<file path="src/rtl/axi_10g_tx_arbiter.sv">
// axi_10g_tx_arbiter
// Packet-granular AXI4-Stream arbiter between NUM_CH packet sources and the
// 10G MAC TX port. A source owns the MAC for one whole packet; the winner is
// chosen by fixed priority (ARB_MODE=0, lowest index wins) or round-robin
// (ARB_MODE=1). Output goes through a single registered slice that honours
// m_axis_tready. A packet whose drop_mask bit is set at grant time is
// swallowed instead of forwarded.
//
// Ports:
//   aclk, aresetn        clock, asynchronous active-low reset
//   s_req                per-channel level request for one packet
//   grant                one-hot owner of the current packet (0 when idle)
//   s_axis_*             packed per-channel source streams (channel c at slot c)
//   drop_mask            loss injection, sampled only when a grant is made
//   m_axis_*             registered stream to the MAC
//   pkt_sent_cnt         packets whose tlast was accepted by the MAC
//   pkt_drop_cnt         packets discarded by loss injection
module axi_10g_tx_arbiter #(
    parameter int NUM_CH   = 5,
    parameter int DATA_W   = 64,
    parameter int KEEP_W   = DATA_W / 8,
    parameter int ARB_MODE = 0,
    parameter int CNT_W    = 32
) (
    input  logic                     aclk,
    input  logic                     aresetn,
    input  logic [NUM_CH-1:0]        s_req,
    output logic [NUM_CH-1:0]        grant,
    input  logic [NUM_CH*DATA_W-1:0] s_axis_tdata,
    input  logic [NUM_CH*KEEP_W-1:0] s_axis_tkeep,
    input  logic [NUM_CH-1:0]        s_axis_tvalid,
    input  logic [NUM_CH-1:0]        s_axis_tlast,
    output logic [NUM_CH-1:0]        s_axis_tready,
    input  logic [NUM_CH-1:0]        drop_mask,
    output logic [DATA_W-1:0]        m_axis_tdata,
    output logic [KEEP_W-1:0]        m_axis_tkeep,
    output logic                     m_axis_tvalid,
    output logic                     m_axis_tlast,
    input  logic                     m_axis_tready,
    output logic [CNT_W-1:0]         pkt_sent_cnt,
    output logic [CNT_W-1:0]         pkt_drop_cnt
);

    localparam int PTR_W = (NUM_CH > 1) ? $clog2(NUM_CH) : 1;

    typedef enum logic [1:0] {
        IDLE = 2'd0,
        SEND = 2'd1,
        DROP = 2'd2
    } state_t;

    state_t              state;
    state_t              state_next;
    logic [NUM_CH-1:0]   grant_next;
    logic [PTR_W-1:0]    rr_ptr;
    logic [PTR_W-1:0]    rr_ptr_next;
    logic [PTR_W-1:0]    cand;
    logic [PTR_W-1:0]    win_idx;
    logic                win_found;
    logic [DATA_W-1:0]   sel_data;
    logic [KEEP_W-1:0]   sel_keep;
    logic                sel_last;
    logic                out_free;
    logic                beat_accept;
    logic                pkt_end;

    // Search order starts at rr_ptr in round-robin mode, at 0 in fixed mode.
    always_comb begin
        win_idx   = '0;
        win_found = 1'b0;
        cand      = '0;
        for (int i = 0; i < NUM_CH; i++) begin
            if (ARB_MODE == 1)
                cand = PTR_W'((int'(rr_ptr) + i) % NUM_CH);
            else
                cand = PTR_W'(i);
            if (!win_found && s_req[cand]) begin
                win_found = 1'b1;
                win_idx   = cand;
            end
        end
    end

    // grant is one-hot, so an OR-reduction acts as the channel mux.
    always_comb begin
        sel_data = '0;
        sel_keep = '0;
        sel_last = 1'b0;
        for (int c = 0; c < NUM_CH; c++) begin
            if (grant[c]) begin
                sel_data = sel_data | s_axis_tdata[c*DATA_W +: DATA_W];
                sel_keep = sel_keep | s_axis_tkeep[c*KEEP_W +: KEEP_W];
                sel_last = sel_last | s_axis_tlast[c];
            end
        end
    end

    assign out_free = !m_axis_tvalid || m_axis_tready;

    always_comb begin
        s_axis_tready = '0;
        case (state)
            SEND:    s_axis_tready = grant & {NUM_CH{out_free}};
            DROP:    s_axis_tready = grant;
            default: s_axis_tready = '0;
        endcase
    end

    assign beat_accept = |(s_axis_tvalid & s_axis_tready);
    assign pkt_end     = beat_accept && sel_last;

    always_ff @(posedge aclk or negedge aresetn) begin
        if (!aresetn) begin
            state  <= IDLE;
            grant  <= '0;
            rr_ptr <= '0;
        end else begin
            state  <= state_next;
            grant  <= grant_next;
            rr_ptr <= rr_ptr_next;
        end
    end

    // The drop decision is latched by choosing DROP vs SEND at grant time,
    // so later drop_mask changes cannot affect the packet in flight.
    always_comb begin
        state_next  = state;
        grant_next  = grant;
        rr_ptr_next = rr_ptr;
        case (state)
            IDLE: begin
                if (win_found) begin
                    grant_next = NUM_CH'(1) << win_idx;
                    state_next = drop_mask[win_idx] ? DROP : SEND;
                    if (win_idx == PTR_W'(NUM_CH - 1))
                        rr_ptr_next = '0;
                    else
                        rr_ptr_next = win_idx + PTR_W'(1);
                end
            end
            SEND, DROP: begin
                if (pkt_end) begin
                    state_next = IDLE;
                    grant_next = '0;
                end
            end
            default: begin
                state_next = IDLE;
                grant_next = '0;
            end
        endcase
    end

    always_ff @(posedge aclk or negedge aresetn) begin
        if (!aresetn) begin
            m_axis_tdata  <= '0;
            m_axis_tkeep  <= '0;
            m_axis_tvalid <= 1'b0;
            m_axis_tlast  <= 1'b0;
        end else if (state == SEND && beat_accept) begin
            m_axis_tdata  <= sel_data;
            m_axis_tkeep  <= sel_keep;
            m_axis_tvalid <= 1'b1;
            m_axis_tlast  <= sel_last;
        end else if (m_axis_tready) begin
            m_axis_tvalid <= 1'b0;
        end
    end

    always_ff @(posedge aclk or negedge aresetn) begin
        if (!aresetn) begin
            pkt_sent_cnt <= '0;
            pkt_drop_cnt <= '0;
        end else begin
            if (m_axis_tvalid && m_axis_tready && m_axis_tlast)
                pkt_sent_cnt <= pkt_sent_cnt + CNT_W'(1);
            if (state == DROP && pkt_end)
                pkt_drop_cnt <= pkt_drop_cnt + CNT_W'(1);
        end
    end

endmodule

</file>
<file path="config.mk">
export PLATFORM = sky130hd
export DESIGN_NAME = axi_10g_tx_arbiter
export DESIGN_NICKNAME = d
export VERILOG_FILES = /design/src/rtl/axi_10g_tx_arbiter.sv
export SDC_FILE = /design/constraint.sdc
export NUM_CORES = 1
export LEC_CHECK = 0
export CAP_MARGIN = 20
export CORE_AREA = 2 2 209 211
export CTS_BUF_LIST = sky130_fd_sc_hd__clkbuf_4
export CTS_CLUSTER_SIZE = 12
export DETAILED_ROUTE_END_ITERATION = 12
export DIE_AREA = 0 0 211 213
export DONT_BUFFER_PORTS = 1
export GPL_TIMING_DRIVEN = 0
export SYNTH_ARGS = -nofsm -noshare
export SYNTH_HDL_FRONTEND = slang
export SYNTH_SLANG_ARGS = --single-unit
</file>
<file path="constraint.sdc">
create_clock -name aclk -period 2.78 [get_ports aclk]
set_clock_uncertainty 0.2 [all_clocks]
set_input_delay 0.556 -clock aclk [delete_from_list [all_inputs] [get_ports aclk]]
set_output_delay 0.556 -clock aclk [all_outputs]
set_load 0.02 [all_outputs]
</file>
==> metrics.log, run 1 <==
[metrics] number of buffers on the longest clock path: 2
[metrics] cell count after placement: ~1300
[metrics] flop and latch count out of synthesis: ~150
[metrics] post-synthesis instance area: roughly 0.0077 mm^2
[metrics] weighted congestion reported at the end of routability-driven placement: just over 0.9
[metrics] die boundary width: about 210 um
[metrics] initial standard-cell utilization of the core: a little under a fifth
[metrics] Post-Syn Area per Cell: about 10 um^2
[metrics] number of rows in the core area: 76
[metrics] count of boundary I/O pins: between 500 and 600
[metrics] post-placement setup slack: -0.3465 ns
[metrics] number of buffers created by CTS: 17
[metrics] Hold-fix buffers, CTS: approximately 260
[metrics] stopping stage: clock tree synthesis (4_1_cts)
[metrics] run status: did not finish
[metrics] error that stopped the run: [ERROR RSZ-0060] Max buffer count reached.
[metrics] clock sinks: between 100 and 150
[metrics] portion of the post-synthesis area used by sequential elements: a little under half
[metrics] library cells used by synthesis: between 40 and 50
[metrics] HPWL Detailed: roughly 27 mm
[metrics] CTS H-tree lvls: 4
[metrics] Clk Tree Root Cell: sky130_fd_sc_hd__clkbuf_4
[metrics] post-cts resize count: 39
[metrics] post-synthesis net count: 1127
[metrics] number of warnings printed during yosys synthesis: 0
[metrics] post-CTS setup-driven buffer insertion count: 0
[metrics] count of input and output buffers: 0
[metrics] post-synthesis instance total: 739
[metrics] y dimension of the die: 213 um
[metrics] placement-stage cell area: approximately 0.0085 mm^2
==> synthesized netlist by cell type, drive strengths merged <==
library cell  number  area, um^2
mux2i              3       30.03
nand2             27       101.4
mux2               7       78.83
nor2b              3       18.77
inv                8       30.03
nor3               6       40.04
a22oi             74       555.5
dfrtp            145        3628
and4               6       55.05
nand3             26       135.1
a221oi             1       8.760
xor2              16       140.1
nand4b             1       8.760
nor4               7       50.05
nor3b              1       7.510
or2                1       6.260
xnor2             46       402.9
and3              19       118.9
o31ai              1       7.510
a21oi             74       370.4
a21o              74       555.5
buf               24       130.1
clkbuf            41       153.9
nor2              12       45.04
nand2b             1       6.260
or3b               1       8.760
nand4             23       156.4
o21ai              3       15.01
and2               6       37.54
a222oi            74       740.7
ha                 5       62.56
or4b               1       10.01
and3b              2       17.52
==> cells by family after synthesis <==
group,Yosys count,synth area share (%)
AO/OA/AOI/OAI,301,29.14
XOR/XNOR,62,7.022
adder cells (fa/ha/maj),5,0.8089
buffers and inverters,73,4.061
flip-flops,145,46.92
multiplexers,10,1.408
AND/OR/NAND/NOR,143,10.65
==> stage by stage <==
stage          utilization [%]  setup TNS [ns]
2_1_floorplan                -               0
3_3_place_gp             19.71          -3.077
3_5_place_dp             19.85          -1.789
==> run 2: changes to the inputs <==
- CTS_BUF_LIST: sky130_fd_sc_hd__clkbuf_4 -> default
- CTS_CLUSTER_SIZE: 12 -> default
- PLACE_DENSITY_LB_ADDON: default -> 0.15
==> run 2 against run 1 <==
- the flow now finishes, with violations (hold timing)
- synthesized cell count unchanged
- area after synthesis did not move
==> metrics.log, run 2 <==
[metrics] layout cells sized above 1: a little under an eighth
[metrics] pin count of the biggest net entering global routing: 146
[metrics] most frequent cells in the layout: sky130_fd_sc_hd__dfrtp_1 (140), sky130_fd_sc_hd__a222oi_1 (74), sky130_fd_sc_hd__a22oi_1 (74), sky130_fd_sc_hd__a21oi_1 (74), sky130_fd_sc_hd__a21o_1 (73)
[metrics] final setup violating endpoints: 0
[metrics] Worst Setup EP: s_axis_tready[3]
[metrics] cell count after placement: about 1300
[metrics] placement-stage cell area: ~0.0084 mm^2
[metrics] library cells used by synthesis: 41
[metrics] die boundary width: 211 um
[metrics] detailed-route via count: 6998
[metrics] run status: finished, violations left
[metrics] post-placement setup slack: -0.7540 ns
[metrics] Tightest Pin Transition: slightly below 0.7 ns
[metrics] area of all placed cells without fillers: slightly above 0.009 mm^2
[metrics] # fillers: 4680
[metrics] startpoint type of the worst setup path: flop
[metrics] unrepaired setup endpoints after global routing: no
[metrics] Critical Path End Type: output port
[metrics] number of buffers on the longest clock path: 2
[metrics] area leader, netlist: sky130_fd_sc_hd__dfrtp_1
[metrics] data arrival time of the critical path: 1.92 ns
[metrics] maximum fanout along the worst path: 10
[metrics] P_leak: ~4.1 nW
[metrics] Worst Setup SP: state[0]
[metrics] DRT Wirelength: about 38 mm
[metrics] largest registers: m_axis_tdata x64, pkt_drop_cnt x32, pkt_sent_cnt x32
[metrics] top flip-flop cell by instance count after synthesis: sky130_fd_sc_hd__dfrtp_1
[metrics] proportion of total power due to net switching: between 30% and 40%
[metrics] clock tree from TritonCTS: done
[metrics] weighted congestion reported at the end of routability-driven placement: approximately 0.83
[metrics] number of antenna violations at the first check in global routing: 5
[metrics] fraction of synthesis flops using an asynchronous set or reset pin: 100.0%
[metrics] number of hold violations in the final report: around 150
[metrics] post-route fraction of the period consumed by the critical path: between 90% and 100%
[metrics] top post-synthesis cells by area: sky130_fd_sc_hd__dfrtp_1 (47%), sky130_fd_sc_hd__a222oi_1 (9.6%), sky130_fd_sc_hd__a21o_1 (7.2%)
[metrics] post-synthesis instance area: 0.007734 mm^2
[metrics] Synth top area share: between 40 and 50%
[metrics] initial standard-cell utilization of the core: 18.11%
[metrics] HPWL Detailed: 29.03 mm
[metrics] total global-route track usage: between 10% and 20%
[metrics] number of flip-flops under the largest register name: 64
[metrics] die area: 0.04494 mm^2
[metrics] portion of the post-synthesis area used by sequential elements: 46.92%
[metrics] R2R Setup Slk: between 0.2 and 0.25 ns
[metrics] Max Clk Rate: about 370 MHz
[metrics] number of cells on the worst reg-to-reg path: 6
[metrics] slowest cell delay on critical path: around 0.38 ns
[metrics] Hold-fix buffers, CTS: 1
[metrics] post-CTS setup-driven buffer insertion count: 0
[metrics] part of the power in the clock network: between 30 and 40%
[metrics] reg-to-reg endpoint: pkt_drop_cnt[30]
[metrics] launching point of the worst reg2reg path: grant[1]
[metrics] wire length of the first global-routing pass: between 50 and 60 mm
[metrics] number of warnings printed during yosys synthesis: 0
[metrics] worst-case vdd ir drop: 0.3665 mV
[metrics] Max Cap Violations: 0
[metrics] CTS H-tree lvls: 4
[metrics] grt total ovfl: 0
[metrics] antenna violation net count after detailed routing: 0
[metrics] data required time of the worst path: 2.02 ns
[metrics] worst hold path type: in2async
[metrics] Clk Tree Root Cell: sky130_fd_sc_hd__clkbuf_16
[metrics] pwr/cell area: 808.0 mW/mm^2
[metrics] total count of max-transition violations in the final report: 0
[metrics] DRC violation count after routing: 0
[metrics] via count of the first global-routing pass: around 6900
[metrics] final net count: about 1100
[metrics] sequence of cells on the critical path: inv_1 -> ha_1 -> clkbuf_2 -> and3_1
[metrics] worst setup path category: reg2out
[metrics] number of rows in the core area: between 70 and 80
[metrics] post-synthesis instance total: between 700 and 800
[metrics] total negative slack: 0 ns
[metrics] most numerous cell types in the synthesized netlist: sky130_fd_sc_hd__dfrtp_1 (145), sky130_fd_sc_hd__a21o_1 (74), sky130_fd_sc_hd__a21oi_1 (74), sky130_fd_sc_hd__a222oi_1 (74), sky130_fd_sc_hd__a22oi_1 (74)
[metrics] count of boundary I/O pins: 531
[metrics] Design Power: 7.401 mW
[metrics] worst slew margin relative to its limit: around 54%
[metrics] post-route core utilization: between 20% and 30%
[metrics] WL per Instance: 28.45 um
[metrics] Post-Syn Area per Cell: ~10 um^2
[metrics] worst setup margin: slightly above 0.1 ns
[metrics] net switching component of the power: slightly below 3 mW
[metrics] share of power burned in registers: a little under two fifths
[metrics] drt initial violations: roughly 700
[metrics] clock sinks: between 100 and 150
[metrics] flop and latch count out of synthesis: 145
[metrics] y dimension of the die: around 210 um
[metrics] number of buffers created by CTS: 17
[metrics] failing checks: hold timing
[metrics] slowest library cell on the worst path: sky130_fd_sc_hd__dfrtp_1
[metrics] count of input and output buffers: 0
[metrics] clock-pin slew of the registers on the worst-case setup and hold paths: 0.07 ns
[metrics] shortest clock period the worst path allows after layout: 2.677 ns
[metrics] Clk Latency, worst-skew pair: ~0.48 ns
[metrics] part of the total power dissipated in combinational logic: 29.3%
[metrics] largest register by flop count: m_axis_tdata
[metrics] TritonRoute pass-1 iters: 7
[metrics] internal power summed over all cells: approximately 4.5 mW
[metrics] post-route insts no fill: between 1000 and 1500
[metrics] layout overhead on the synthesized area: 18.44%
[metrics] Worst Hold Margin: -0.4355 ns
[metrics] most common library cell in the layout ignoring fill and taps: sky130_fd_sc_hd__dfrtp_1
[metrics] post-synthesis net count: between 1000 and 1500
[metrics] via count normalized by instance count: ~5.3
[metrics] Floorplan Core Area: around 0.043 mm^2
[metrics] count leader, synth: sky130_fd_sc_hd__dfrtp_1
[metrics] Post-synth EDFFs: 0
## run 2: cell counts after synthesis
No cell type changed its count.
## run 2: how the worst min path moves through the flow
| stage | slack, ns | to | depth (start not counted) | start |
|---|---|---|---|---|
| after floorplan | 0.06 | grant[0] | 0 | aresetn |
| after global placement | 0.06 | pkt_sent_cnt[20] | 0 | aresetn |
| after detailed placement | 0.06 | pkt_sent_cnt[21] | 0 | aresetn |
| after CTS | -0.49 | pkt_drop_cnt[22] | 0 | aresetn |
| after global routing | -0.48 | pkt_sent_cnt[20] | 0 | aresetn |
| final | -0.44 | pkt_sent_cnt[20] | 0 | aresetn |
## run 2: worst max-delay path: cells and delay by family (launching register included)
kind                     cells  cell delay [ns]
flip-flops                   1             0.38
buffers and inverters        2             0.36
AND/OR/NAND/NOR              1             0.35
adder cells (fa/ha/maj)      1             0.35
## run 2: cell type report
class	count	area, um^2	area share [%]
well taps	546	683.2	7.458
flip-flops and latches	145	3637	39.71
repair buffers	2	25.02	0.2732
plain buffers	65	379.1	4.139
clock inverters	15	175.2	1.912
inverters	8	30.03	0.3278
diodes	4	10.01	0.1093
clock buffers	17	425.4	4.644
multi-input cells	521	3795	41.43
## run 2: kinds of logic (layout without fill, tap and decap cells)
family | Yosys count | after routing | share of synthesized area [%]
muxes | 10 | 10 | 1.408
DFF | 145 | 145 | 46.92
buffers and inverters | 73 | 107 | 4.061
adders and majority gates | 5 | 5 | 0.8089
other | 0 | 4 | 0
and+or+nand+nor | 143 | 143 | 10.65
AOI/OAI and AO/OA | 301 | 301 | 29.14
xor gates and xnor gates | 62 | 62 | 7.022
## run 2: metal layers
layer | part of all wire (%) | global-route usage, % | wire length (um)
met5 | 0.061 | 0 | 23
met2 | 47 | 25.01 | 17570
met3 | 9.1 | 5.766 | 3424
met1 | 41 | 20.53 | 15580
met4 | 2.7 | 6.532 | 1032
## run 2: what timing repair did
| item | 4_1_cts | 5_1_grt |
|---|---|---|
| gates resized for setup | 41 | 2 |
| hold endpoints to repair | 146 | 145 |
| setup endpoints to repair | 83 | 13 |
## run 2: power groups by stage
stage               sequential [mW]  clock [mW]  combinational (mW)
global placement               2.88           0                2.07
global route                   2.86        2.58                2.35
CTS                            2.85        2.51                2.17
detailed placement             2.88           0                2.09
floorplan                      2.72           0                1.44
finish                         2.83        2.40                2.17
Note: power is estimated with default switching activity, not from simulation.
==> run 3: changes to the inputs <==
- RECOVER_POWER: default -> 50
==> run 3 against run 2 <==
- the flow still finishes with violations (hold timing)
- combinational power hardly changed
- largest power group unchanged
- core utilization hardly changed
- sequential power hardly changed
- final cell count stayed put
- highest routed layer unchanged
- total power hardly changed
==> metrics.log, run 3 (synthesis gave the netlist of run 2 again) <==
[metrics] run status: finished, violations left
[metrics] failing checks: hold timing
[metrics] Worst Setup SP: state[0]
[metrics] count of input and output buffers: 0
[metrics] post-route fraction of the period consumed by the critical path: approximately 96%
[metrics] Hold-fix buffers, CTS: 1
[metrics] launching point of the worst reg2reg path: grant[1]
[metrics] die area: approximately 0.045 mm^2
[metrics] number of buffers on the longest clock path: 2
[metrics] final net count: 1148
[metrics] layout overhead on the synthesized area: 18.38%
[metrics] maximum fanout along the worst path: 10
[metrics] clock sinks: ~150
[metrics] weighted congestion reported at the end of routability-driven placement: roughly 0.83
[metrics] post-CTS setup-driven buffer insertion count: 0
[metrics] clock-pin slew of the registers on the worst-case setup and hold paths: around 0.070 ns
[metrics] Critical Path End Type: output port
[metrics] TritonRoute pass-1 iters: 9
[metrics] largest registers: m_axis_tdata x64, pkt_drop_cnt x32, pkt_sent_cnt x32
[metrics] via count normalized by instance count: 5.301
[metrics] most common library cell in the layout ignoring fill and taps: sky130_fd_sc_hd__dfrtp_1
[metrics] unrepaired setup endpoints after global routing: no
[metrics] post-route core utilization: between 20% and 30%
[metrics] Clk Latency, worst-skew pair: approximately 0.48 ns
[metrics] Max Cap Violations: 0
[metrics] number of antenna violations at the first check in global routing: 5
[metrics] count of boundary I/O pins: ~530
[metrics] Worst Hold Margin: -0.4354 ns
[metrics] initial standard-cell utilization of the core: between 10% and 20%
[metrics] clock tree from TritonCTS: done
[metrics] data arrival time of the critical path: between 1.5 and 2 ns
[metrics] antenna violation net count after detailed routing: 0
[metrics] reg-to-reg endpoint: pkt_drop_cnt[30]
[metrics] wire length of the first global-routing pass: between 50 and 60 mm
[metrics] Tightest Pin Transition: 0.6898 ns
[metrics] total count of max-transition violations in the final report: 0
[metrics] Floorplan Core Area: approximately 0.043 mm^2
[metrics] HPWL Detailed: 29.03 mm
[metrics] DRT Wirelength: 37.67 mm
[metrics] drt initial violations: roughly 700
[metrics] worst setup path category: reg2out
[metrics] number of hold violations in the final report: roughly 150
[metrics] number of buffers created by CTS: 17
[metrics] CTS H-tree lvls: 4
[metrics] die boundary width: approximately 210 um
[metrics] number of rows in the core area: 76
[metrics] R2R Setup Slk: between 0.2 and 0.25 ns
[metrics] worst-case vdd ir drop: 0.3663 mV
[metrics] Worst Setup EP: s_axis_tready[3]
[metrics] most frequent cells in the layout: sky130_fd_sc_hd__dfrtp_1 (140), sky130_fd_sc_hd__a222oi_1 (74), sky130_fd_sc_hd__a22oi_1 (74), sky130_fd_sc_hd__a21oi_1 (74), sky130_fd_sc_hd__a21o_1 (73)
[metrics] total global-route track usage: between 10% and 20%
[metrics] final setup violating endpoints: 0
[metrics] worst hold path type: in2async
[metrics] detailed-route via count: 7013
[metrics] number of flip-flops under the largest register name: 64
[metrics] Design Power: about 7.4 mW
[metrics] via count of the first global-routing pass: 6917
[metrics] y dimension of the die: between 200 and 250 um
[metrics] Clk Tree Root Cell: sky130_fd_sc_hd__clkbuf_16
[metrics] P_leak: 4.118 nW
[metrics] worst slew margin relative to its limit: 54.01%
[metrics] largest register by flop count: m_axis_tdata
[metrics] startpoint type of the worst setup path: flop
[metrics] pin count of the biggest net entering global routing: between 100 and 150
[metrics] pwr/cell area: 808.7 mW/mm^2
[metrics] number of cells on the worst reg-to-reg path: 6
[metrics] Max Clk Rate: about 370 MHz
[metrics] data required time of the worst path: about 2.0 ns
[metrics] WL per Instance: between 20 and 30 um
[metrics] shortest clock period the worst path allows after layout: 2.677 ns
[metrics] grt total ovfl: 0
[metrics] layout cells sized above 1: 11.25%
[metrics] DRC violation count after routing: 0
## run 3: final cells by class
class | instances | area (um^2)
clock buffers | 17 | 425.4
clock inverters | 15 | 175.2
inverters | 8 | 30.03
multi-input cells | 521 | 3795
repair buffers | 2 | 25.02
well taps | 546 | 683.2
flip-flops and latches | 145 | 3637
diodes | 4 | 10.01
fillers | 4682 | 33540
plain buffers | 65 | 374.1
## run 3: through the flow
step	TNS, ns	hold slack, ns	area (um^2)	std cells	setup slack [ns]
final	0	-0.4354	9155	1323	0.1033
after global routing	0	-0.4786	9148	1320	0.01216
after CTS	0	-0.4895	9146	1319	0.008016
after detailed placement	-14.82	0.06441	8432	1286	-0.7540
after global placement	-16.46	0.06374	8417	1285	-0.8181
after floorplan	0	0.06041	7734	739	0.6665
## run 3: repair_timing
action / 4_1_cts / 5_1_grt
endpoints found under the hold margin: 146 / 145
setup endpoints to repair: 83 / 13
cloned: 0 / 0
resized for setup: 41 / 2
## run 3: layer usage
metal	global-route usage, %	vias to the layer above	wire (um)
li1	-	2989	-
met1	20.53	3495	15620
met2	25.01	464	17600
met3	5.766	61	3424
met4	6.532	4	1000
met5	0	-	23
## run 3: where the power goes
part | internal (mW) | switching (mW) | leakage (nW) | total, mW
clock network | 1.28 | 1.12 | 0.288 | 2.40
registers | 2.32 | 0.512 | 1.98 | 2.83
logic | 0.872 | 1.30 | 1.85 | 2.17
## run 3: how the worst min path moves through the flow
stage                       end  slack (ns)
6_report       pkt_sent_cnt[20]       -0.44
2_1_floorplan          grant[0]        0.06
5_1_grt        pkt_sent_cnt[20]       -0.48
4_1_cts        pkt_drop_cnt[22]       -0.49
3_5_place_dp   pkt_sent_cnt[21]        0.06
3_3_place_gp   pkt_sent_cnt[20]        0.06
## run 3: critical path, cell delays in order, from the launching register on
cell and delay, ns:
sky130_fd_sc_hd__dfrtp_1 0.38, sky130_fd_sc_hd__inv_1 0.07, sky130_fd_sc_hd__ha_1 0.35, sky130_fd_sc_hd__clkbuf_2 0.29, sky130_fd_sc_hd__and3_1 0.35
==> run 4: changes to the inputs <==
- RECOVER_POWER: 50 -> default
==> results of run 4 <==
The final DEF is identical to that of run 2; final timing and power are the same.
